File: src/rtl/itf_multi_channel_pipe_if.sv
// Handshake bundle for itf_multi_channel_pipe: integer input side, float output side.
// Build option ITF_INEXACT_EN adds the per-channel inexact flags.
interface itf_multi_channel_pipe_if #(
   parameter int NUM_CH = 3,
   parameter int INT_W  = 32
);
   logic                    in_valid;
   logic                    in_ready;
   logic [NUM_CH*INT_W-1:0] int_in;
   logic                    signed_mode;
   logic                    out_valid;
   logic                    out_ready;
   logic [NUM_CH*32-1:0]    float_out;
   logic                    busy;
`ifdef ITF_INEXACT_EN
   logic [NUM_CH-1:0]       inexact;

   modport master (
      output in_valid, int_in, signed_mode, out_ready,
      input  in_ready, out_valid, float_out, busy, inexact
   );
   modport slave (
      input  in_valid, int_in, signed_mode, out_ready,
      output in_ready, out_valid, float_out, busy, inexact
   );
`else
   modport master (
      output in_valid, int_in, signed_mode, out_ready,
      input  in_ready, out_valid, float_out, busy
   );
   modport slave (
      input  in_valid, int_in, signed_mode, out_ready,
      output in_ready, out_valid, float_out, busy
   );
`endif
endinterface

File: src/rtl/itf_multi_channel_pipe.sv
// N-channel integer -> IEEE-754 binary32 converter, 3-stage valid/ready pipeline, RNE rounding.
// Build option ITF_INEXACT_EN adds a registered per-channel inexact flag.
module itf_multi_channel_pipe #(
   parameter int NUM_CH = 3,
   parameter int INT_W  = 32
) (
   input logic                     clk,
   input logic                     clear,
   itf_multi_channel_pipe_if.slave bus
);
   localparam int POS_W = $clog2(INT_W);
   localparam int FW    = INT_W + 24;

   logic v1, v2, v3;
   logic rdy1, rdy2, rdy3;
   logic en1, en2, en3;

   // Valid/ready: a transfer happens on a stage boundary when the upstream valid and
   // the downstream ready are both 1 at the clock edge; an empty stage is always ready,
   // so bubbles collapse even while the output is stalled.
   assign rdy3 = !v3 | bus.out_ready;
   assign rdy2 = !v2 | rdy3;
   assign rdy1 = !v1 | rdy2;
   assign en1  = rdy1 & bus.in_valid;
   assign en2  = rdy2 & v1;
   assign en3  = rdy3 & v2;

   assign bus.in_ready  = rdy1;
   assign bus.out_valid = v3;
   assign bus.busy      = v1 | v2 | v3;

   always_ff @(posedge clk or negedge clear) begin
      if (!clear) begin
         v1 <= 1'b0;
         v2 <= 1'b0;
         v3 <= 1'b0;
      end else begin
         if (rdy1) v1 <= bus.in_valid;
         if (rdy2) v2 <= v1;
         if (rdy3) v3 <= v2;
      end
   end

   for (genvar k = 0; k < NUM_CH; k++) begin : g_ch
      logic [INT_W-1:0] x, mag_d, mag1, norm_d, norm2;
      logic             sign_d, sign1, sign2;
      logic [POS_W-1:0] pos_d, pos2;
      logic [FW-1:0]    frac;
      logic [22:0]      mant;
      logic             guard, sticky, rnd, nonzero;
      logic [7:0]       expo;
      logic [30:0]      body;
      logic [31:0]      float_d, float3;

      assign x      = bus.int_in[k*INT_W +: INT_W];
      assign sign_d = bus.signed_mode & x[INT_W-1];
      assign mag_d  = sign_d ? -x : x;

      always_comb begin
         pos_d = '0;
         for (int i = 0; i < INT_W; i++) begin
            if (mag1[i]) pos_d = POS_W'(i);
         end
      end
      assign norm_d = mag1 << (POS_W'(INT_W - 1) - pos_d);

      // After normalisation the MSB is the leading one, so it doubles as the non-zero flag.
      assign nonzero = norm2[INT_W-1];
      assign frac    = {norm2[INT_W-2:0], 25'd0};
      assign mant    = frac[FW-1 -: 23];
      assign guard   = frac[FW-24];
      assign sticky  = |frac[FW-25:0];
      assign rnd     = guard & (sticky | mant[0]);
      assign expo    = 8'd127 + 8'(pos2);
      // Mantissa carry ripples straight into the exponent field.
      assign body    = {expo, mant} + {30'd0, rnd};
      assign float_d = nonzero ? {sign2, body} : 32'd0;

      always_ff @(posedge clk or negedge clear) begin
         if (!clear) begin
            sign1  <= 1'b0;
            mag1   <= '0;
            sign2  <= 1'b0;
            pos2   <= '0;
            norm2  <= '0;
            float3 <= '0;
         end else begin
            if (en1) begin
               sign1 <= sign_d;
               mag1  <= mag_d;
            end
            if (en2) begin
               sign2 <= sign1;
               pos2  <= pos_d;
               norm2 <= norm_d;
            end
            if (en3) float3 <= float_d;
         end
      end
      assign bus.float_out[k*32 +: 32] = float3;

`ifdef ITF_INEXACT_EN
      logic inex3;
      always_ff @(posedge clk or negedge clear) begin
         if (!clear)   inex3 <= 1'b0;
         else if (en3) inex3 <= nonzero & (guard | sticky);
      end
      assign bus.inexact[k] = inex3;
`endif
   end
endmodule

File: src/flat_wrapper.sv
// flat-port wrapper written by rule: the top's interface ports become plain ports
module itf_multi_channel_pipe_flat 
#(
   parameter int NUM_CH = 3,
   parameter int INT_W  = 32
)
  (clk, clear, bus_in_valid, bus_int_in, bus_signed_mode, bus_out_ready, bus_in_ready, bus_out_valid, bus_float_out, bus_busy);
  itf_multi_channel_pipe_if #(.NUM_CH(NUM_CH), .INT_W(INT_W)) bus_i ();
  input logic clk;
  input logic clear;
  input wire logic [$bits(bus_i.in_valid)-1:0] bus_in_valid;
  input wire logic [$bits(bus_i.int_in)-1:0] bus_int_in;
  input wire logic [$bits(bus_i.signed_mode)-1:0] bus_signed_mode;
  input wire logic [$bits(bus_i.out_ready)-1:0] bus_out_ready;
  output wire logic [$bits(bus_i.in_ready)-1:0] bus_in_ready;
  output wire logic [$bits(bus_i.out_valid)-1:0] bus_out_valid;
  output wire logic [$bits(bus_i.float_out)-1:0] bus_float_out;
  output wire logic [$bits(bus_i.busy)-1:0] bus_busy;
  assign bus_i.in_valid = bus_in_valid;
  assign bus_i.int_in = bus_int_in;
  assign bus_i.signed_mode = bus_signed_mode;
  assign bus_i.out_ready = bus_out_ready;
  assign bus_in_ready = bus_i.in_ready;
  assign bus_out_valid = bus_i.out_valid;
  assign bus_float_out = bus_i.float_out;
  assign bus_busy = bus_i.busy;
  itf_multi_channel_pipe #(.NUM_CH(NUM_CH), .INT_W(INT_W)) u_core (.clk(clk), .clear(clear), .bus(bus_i));
endmodule
File: config.mk
export PLATFORM = sky130hd
export DESIGN_NAME = itf_multi_channel_pipe_flat
export DESIGN_NICKNAME = d
export VERILOG_FILES = /design/src/rtl/itf_multi_channel_pipe_if.sv /design/src/rtl/itf_multi_channel_pipe.sv /design/src/flat_wrapper.sv
export SDC_FILE = /design/constraint.sdc
export NUM_CORES = 1
export LEC_CHECK = 0
export ABC_AREA = 1
export BUFFER_PORTS_ARGS = -buffer_cell sky130_fd_sc_hd__clkbuf_2
export CAP_MARGIN = 40
export CELL_PAD_IN_SITES_DETAIL_PLACEMENT = 1
export CELL_PAD_IN_SITES_GLOBAL_PLACEMENT = 1
export CORE_MARGIN = 2
export CORE_UTILIZATION = 47
export DETAILED_ROUTE_END_ITERATION = 6
export PLACE_DENSITY_LB_ADDON = 0.1
export SLEW_MARGIN = 25
export SYNTH_ARGS = -nofsm -noshare
export SYNTH_HDL_FRONTEND = slang
export SYNTH_SLANG_ARGS = --single-unit
File: constraint.sdc
create_clock -name clk -period 8.1 [get_ports clk]
set_input_delay 1.62 -clock clk [delete_from_list [all_inputs] [get_ports clk]]
set_output_delay 1.62 -clock clk [all_outputs]
set_load 0.02 [all_outputs]
======== Yosys cells after proc, flatten, opt, wreduce, memory -nomap -nowiden ========
Index checks and enable logic that the tools add are counted.
word-level totals
  bits in registers ....................... 312
  input bits .............................. 101
cells by class
  bitwise gates (word level) .............. 17
  reductions and logical operators ........ 6
  add/subtract/negate cells ............... 12
  shift-type cells ........................ 3
  mux-type cells .......................... 99
operators by type and width
  operator                                                       count
  5-bit 2-to-1 mux                                               62
  32-bit 2-to-1 mux                                              6
  32-bit negator                                                 3
  32-bit by 5-bit << shifter with 32-bit output                  3
  31-bit by 1-bit adder with 31-bit output                       3
  4-bit 2-to-1 mux                                               16
  7-bit by 5-bit adder with 8-bit output (first input constant)  3
  3-bit 2-to-1 mux                                               8
  7-bit OR reduction                                             3
  5-bit subtractor (first input constant)                        3
  1-bit bitwise AND                                              9
  2-bit 2-to-1 mux                                               4
  1-bit bitwise OR                                               8
  1-bit logical NOT                                              3
  1-bit 2-to-1 mux                                               3

======== Logic depth before layout (Yosys ltp) ========
  depth in word-level cells ............... 33
  depth in mapped cells ................... 40
  mapped depth without buffers ............ 39

======== Worst setup path after synthesis ========
OpenSTA, ideal clock, no wires.
  path type ............................... input to register
  from .................................... input port bus_int_in[65]
  to ...................................... register u_core.g_ch[2].mag1[29]
  stages on the path ...................... 16
  data arrival time ....................... 3900 ps
  path buffers ............................ 0
  required time ........................... 7971 ps
  path slack .............................. 4071 ps
  path through ............................ nor3_1 > nand2_1 > nor3_1 > nand2_1 > nor3_1 > inv_1 > nor3_1 > nand2_1 > nor3_1 > nand3_1 > nor3_1 > nand3_1 > or3_1 > nand2_1 > xor2_1 > o21ai_1
between the ends
  cells in the longest elaborated chain, start to end .. 2
ends and longest elaborated chain
  element               line                          RTL
  from (decl)           flat_wrapper.sv:12            input wire logic [$bits(bus_i.int_in)-1:0] bus_int_in;
  32-bit negator        itf_multi_channel_pipe.sv:57  assign mag_d = sign_d ? -x : x;
  32-bit 2-to-1 mux     itf_multi_channel_pipe.sv:57
  to (signal assigned)  itf_multi_channel_pipe.sv:90  mag1 <= mag_d;
  to (decl)             itf_multi_channel_pipe.sv:45  logic [INT_W-1:0] x, mag_d, mag1, norm_d, norm2;
No other way between the ends.
A chain may end at the register's enable or synchronous reset.

======== Worst setup path after layout ========
  from .................................... register u_core.g_ch[2].mag1[2]
  to ...................................... register u_core.g_ch[2].norm2[30]
between the ends
  cells in the longest elaborated chain, start to end .. 32
ends and longest elaborated chain
  element                                            line                          RTL
  2-bit 2-to-1 mux (2 in a row)                      itf_multi_channel_pipe.sv:62  if (mag1[i]) pos_d = POS_W'(i);
  3-bit 2-to-1 mux (4 in a row)                      itf_multi_channel_pipe.sv:62
  4-bit 2-to-1 mux (8 in a row)                      itf_multi_channel_pipe.sv:62
  5-bit 2-to-1 mux (16 in a row)                     itf_multi_channel_pipe.sv:62
  5-bit subtractor                                   itf_multi_channel_pipe.sv:65  assign norm_d = mag1 << (POS_W'(INT_W - 1) - pos_d);
  32-bit by 5-bit << shifter with 32-bit output (*)  itf_multi_channel_pipe.sv:65
  to (signal assigned)                               itf_multi_channel_pipe.sv:95  norm2 <= norm_d;
  to (decl)                                          itf_multi_channel_pipe.sv:45
Mark *: on every way between the ends. The rest lies on a longest branch, timed or not.

==> summary.md <==
| Metric | Value |
|---|---|
| IO Pins | `200` |
| Yosys reg bits | `roughly 310` |
| FP Rows | `76` |
| Run status | `finished clean` |
| Num CTS Buffers | `37` |
| Remaining global-route overflow | `0` |
| Register Area | `between 7000 and 8000 um2` |
| Vias in the first global route | `21277` |
| Syn Nets | `around 3100` |
| Achievable frequency | `about 0.24 GHz` |
| LEAKAGE | `around 11 nW` |
| Core Region | `approximately 43000 um2` |
| DR iter-0 viols | `~2100` |
| Setup TNS | `0 ns` |
| Worst rel slew slack | `0.4120` |
| Port Buffers | `about 200` |
| Global Route Usage Sum | `0.3151` |
| Pre-CTS WS | `about 3.5 ns` |
| Hold Path Class | `flop to flop` |
| Final Cell Area | `23620 um2` |
| Peak VDD IR | `about 0.00015 V` |
| Final setup vio count | `0` |
| PwrDens | `roughly 340 nW/um2` |
| Initial antenna violation count | `0` |
| Top-area cell type share of the netlist area | `0.3784` |
| Netlist cell types | `54` |
| Final Hold Fails | `0` |
| Synth warn | `0` |
| DRC | `0` |
| Area leader, netlist | `dfrtp_1` |
| Multi-input gate area | `~11000 um2` |
| Async set-reset flop share out of synthesis | `1.000` |
| CTS tree | `built` |
| Initial core utilization | `0.4779` |
| Number of fill cells in the layout | `5717` |
| N_diodes | `0` |
| Worst reg-to-reg setup slack | `a little under 4 ns` |
| Pins Over Slew Limit | `0` |
| CP max-delay cell | `nand2_1` |
| RSZ-0062 raised after global routing | `false` |
| Drt first pass iters | `5` |
| RR Startpoint | `u_core.g_ch[2].mag1[2]` |
| Utilization after layout | `0.5471` |
| Clock Skews | `0.01916 ns` |
| Die X | `213.5 um` |
| Post-cts gate resize count | `0` |
| Max incr delay on CP | `roughly 0.52 ns` |
| Final worst path period share | `0.5131` |
| Post-DRT Antenna Nets | `0` |
| P&R area growth vs syn | `14.47%` |
| Setup Fix Bufs, Post-CTS | `0` |
| Met3 Wirelength | `around 3.8 mm` |
| CP startpoint kind | `flop` |
| FF-to-FF End | `u_core.g_ch[2].norm2[30]` |
| Comb power frac | `0.448` |
| Sink Count | `approximately 310` |
| Synth top area cells | `dfrtp_1 (38%), nand3_1 (16%), nand2_1 (14%)` |
| Max clock buf depth | `3` |
| Clock root buffer | `clkbuf_16` |
| Synth Instances | `2984` |
| Register area share after synthesis | `0.3784` |
| Switching part of the total | `0.4692` |
| WL met1 | `between 30 and 40 mm` |
| HPWL after detailed placement | `53.42 mm` |
| Final wirelength | `approximately 72 mm` |
| Critical Path AT | `~4.6 ns` |
| Clk slew on worst S/H paths | `around 0.06 ns` |
| Cells on Worst Hold Path | `2` |
| Post-synth EDFFs | `0` |
| Max-cap violation count | `0` |
| Required @ worst endpoint | `~8.5 ns` |
| Internal power | `approximately 4.3 mW` |
| Largest net degree at the start of global routing | `around 110` |
| CP Capture Type | `flop` |
| Most used DFF post-synth | `dfrtp_1` |
| Area after DPL | `about 22000 um2` |
| Chip height | `approximately 210 um` |
| Hold Startpoint | `u_core.g_ch[2].float3[16]` |
| Hold_ws | `0.4765 ns` |
| Max layer used | `met4` |
| Largest fanout on the critical path | `24` |
| Final-stage net count | `between 3000 and 4000` |
| CP dominant cell by count | `nand2_1` |
| First-pass GRT wire length | `roughly 120 mm` |
| Routability Congestion | `around 0.88` |
| Clock power share | `0.215` |
| Met2 Wirelength | `31.56 mm` |
| Via density | `between 5 and 6` |
| Wirelength per Cell | `around 19 um` |
| CTS H-tree lvls | `2` |
| Hold Path Sink | `u_core.g_ch[2].float3[16]` |
| Top-count cell post-synth | `nand2_1` |
| Critical path class | `flop to flop` |
| Tightest Pin Transition | `~0.88 ns` |
| NetSw | `3.815 mW` |
| Cts hold-fix bufs | `0` |
| Top cells by count, synth | `nand2_1 (746), nand3_1 (659), dfrtp_1 (312)` |
| Vias | `21801` |
| Synth Cell Area | `around 21000 um2` |
| Clk Latency, worst-skew pair | `between 0.5 and 0.6 ns` |
| Minimum clock period | `4.157 ns` |
| Reg2Reg Depth | `39` |
| Die ar. | `about 46000 um2` |
| Post-Syn Area per Cell | `slightly below 7 um2` |
| Layout cells sized above 1 | `0.1184` |
| Final worst slack | `just under 4 ns` |
| Flop pwr share | `0.337` |
-- metal layers --
metal / GRT usage / up-vias
met3: 0.03940 / 83
met2: 0.4727 / 614
met1: 0.4854 / 10759
li1: - / 10345
met5: 0 / -
met4: 0.06513 / 0
-- final cells by class --
class,count,share of cell area
Multi-Input combinational cell,2258,0.4795
Sequential cell,312,0.3306
Timing Repair Buffer,238,0.06389
Clock buffer,52,0.04370
Inverter,270,0.04291
Tap cell,585,0.03099
Clock inverter,12,0.008476
-- power by group through the flow --
stage / Clock [mW] / Combinational (mW) / Sequential (mW)
3_5_place_dp: 0 / 3.56 / 2.73
3_3_place_gp: 0 / 3.38 / 2.69
2_1_floorplan: 0 / 2.24 / 2.75
5_1_grt: 1.83 / 4.06 / 2.81
6_report: 1.75 / 3.64 / 2.74
4_1_cts: 1.77 / 3.60 / 2.72
-- how the worst max path moves through the flow --
stage | startpoint | depth (start not counted) | end
after floorplan | bus_int_in[65] | 16 | u_core.g_ch[2].mag1[29]
after global routing | u_core.g_ch[2].mag1[2] | 39 | u_core.g_ch[2].norm2[28]
after CTS | u_core.g_ch[1].mag1[2] | 35 | u_core.g_ch[1].norm2[20]
final | u_core.g_ch[2].mag1[2] | 39 | u_core.g_ch[2].norm2[30]
after global placement | u_core.g_ch[1].mag1[2] | 33 | u_core.g_ch[1].norm2[22]
after detailed placement | bus_int_in[33] | 15 | u_core.g_ch[1].mag1[29]
-- per-stage QoR --
step | power, mW | instances
6_report | 8.133 | 3727
5_1_grt | 8.700 | 3727
4_1_cts | 8.091 | 3723
3_5_place_dp | 6.298 | 3659
3_3_place_gp | 6.072 | 3643
2_1_floorplan | 4.992 | 2984
-- kinds of logic (layout without fill, tap and decap cells) --
family	Yosys count	after routing	share of synthesized area
AND/OR/NAND/NOR	1750	1750	0.3836
XOR/XNOR	93	93	0.03948
AO/OA/AOI/OAI	403	403	0.1152
flip-flops	312	312	0.3784
adder cells (fa/ha/maj)	12	12	0.007277
buffers and inverters	414	572	0.07610
-- registers in the layout, summed over array words and instances (netlist names) --
| name | flops |
|---|---|
| u_core.g_ch.sign1 | 3 |
| u_core.g_ch.sign2 | 3 |
| u_core.g_ch.float3 | 96 |
| u_core.v1 | 1 |
| u_core.bus.out_valid | 1 |
| u_core.v2 | 1 |
| u_core.g_ch.pos2 | 15 |
| u_core.g_ch.mag1 | 96 |
| u_core.g_ch.norm2 | 96 |
-- cells in the final DEF, fill, tap and decap left out, drive strengths merged, types with 12 or more instances in the layout --
cell	n
nor4	32
a32o	28
clkbuf	250
xor2	54
xnor2	39
a21oi	58
o31ai	26
nand2	753
or2	14
o21ai	235
o211ai	16
buf	40
nor3	58
nand4	28
nor2	189
inv	269
ha	12
dfrtp	312
nand3	663
-- worst max-delay path, delay by kind of cell, from the launching register on --
| kind | cells | cell delay, ns |
|---|---|---|
| buf+inv | 2 | 0.39 |
| simple gates | 36 | 2.91 |
| compound gates | 1 | 0.33 |
| flops | 1 | 0.41 |
No activity file was read; power rests on OpenSTA's default activity.
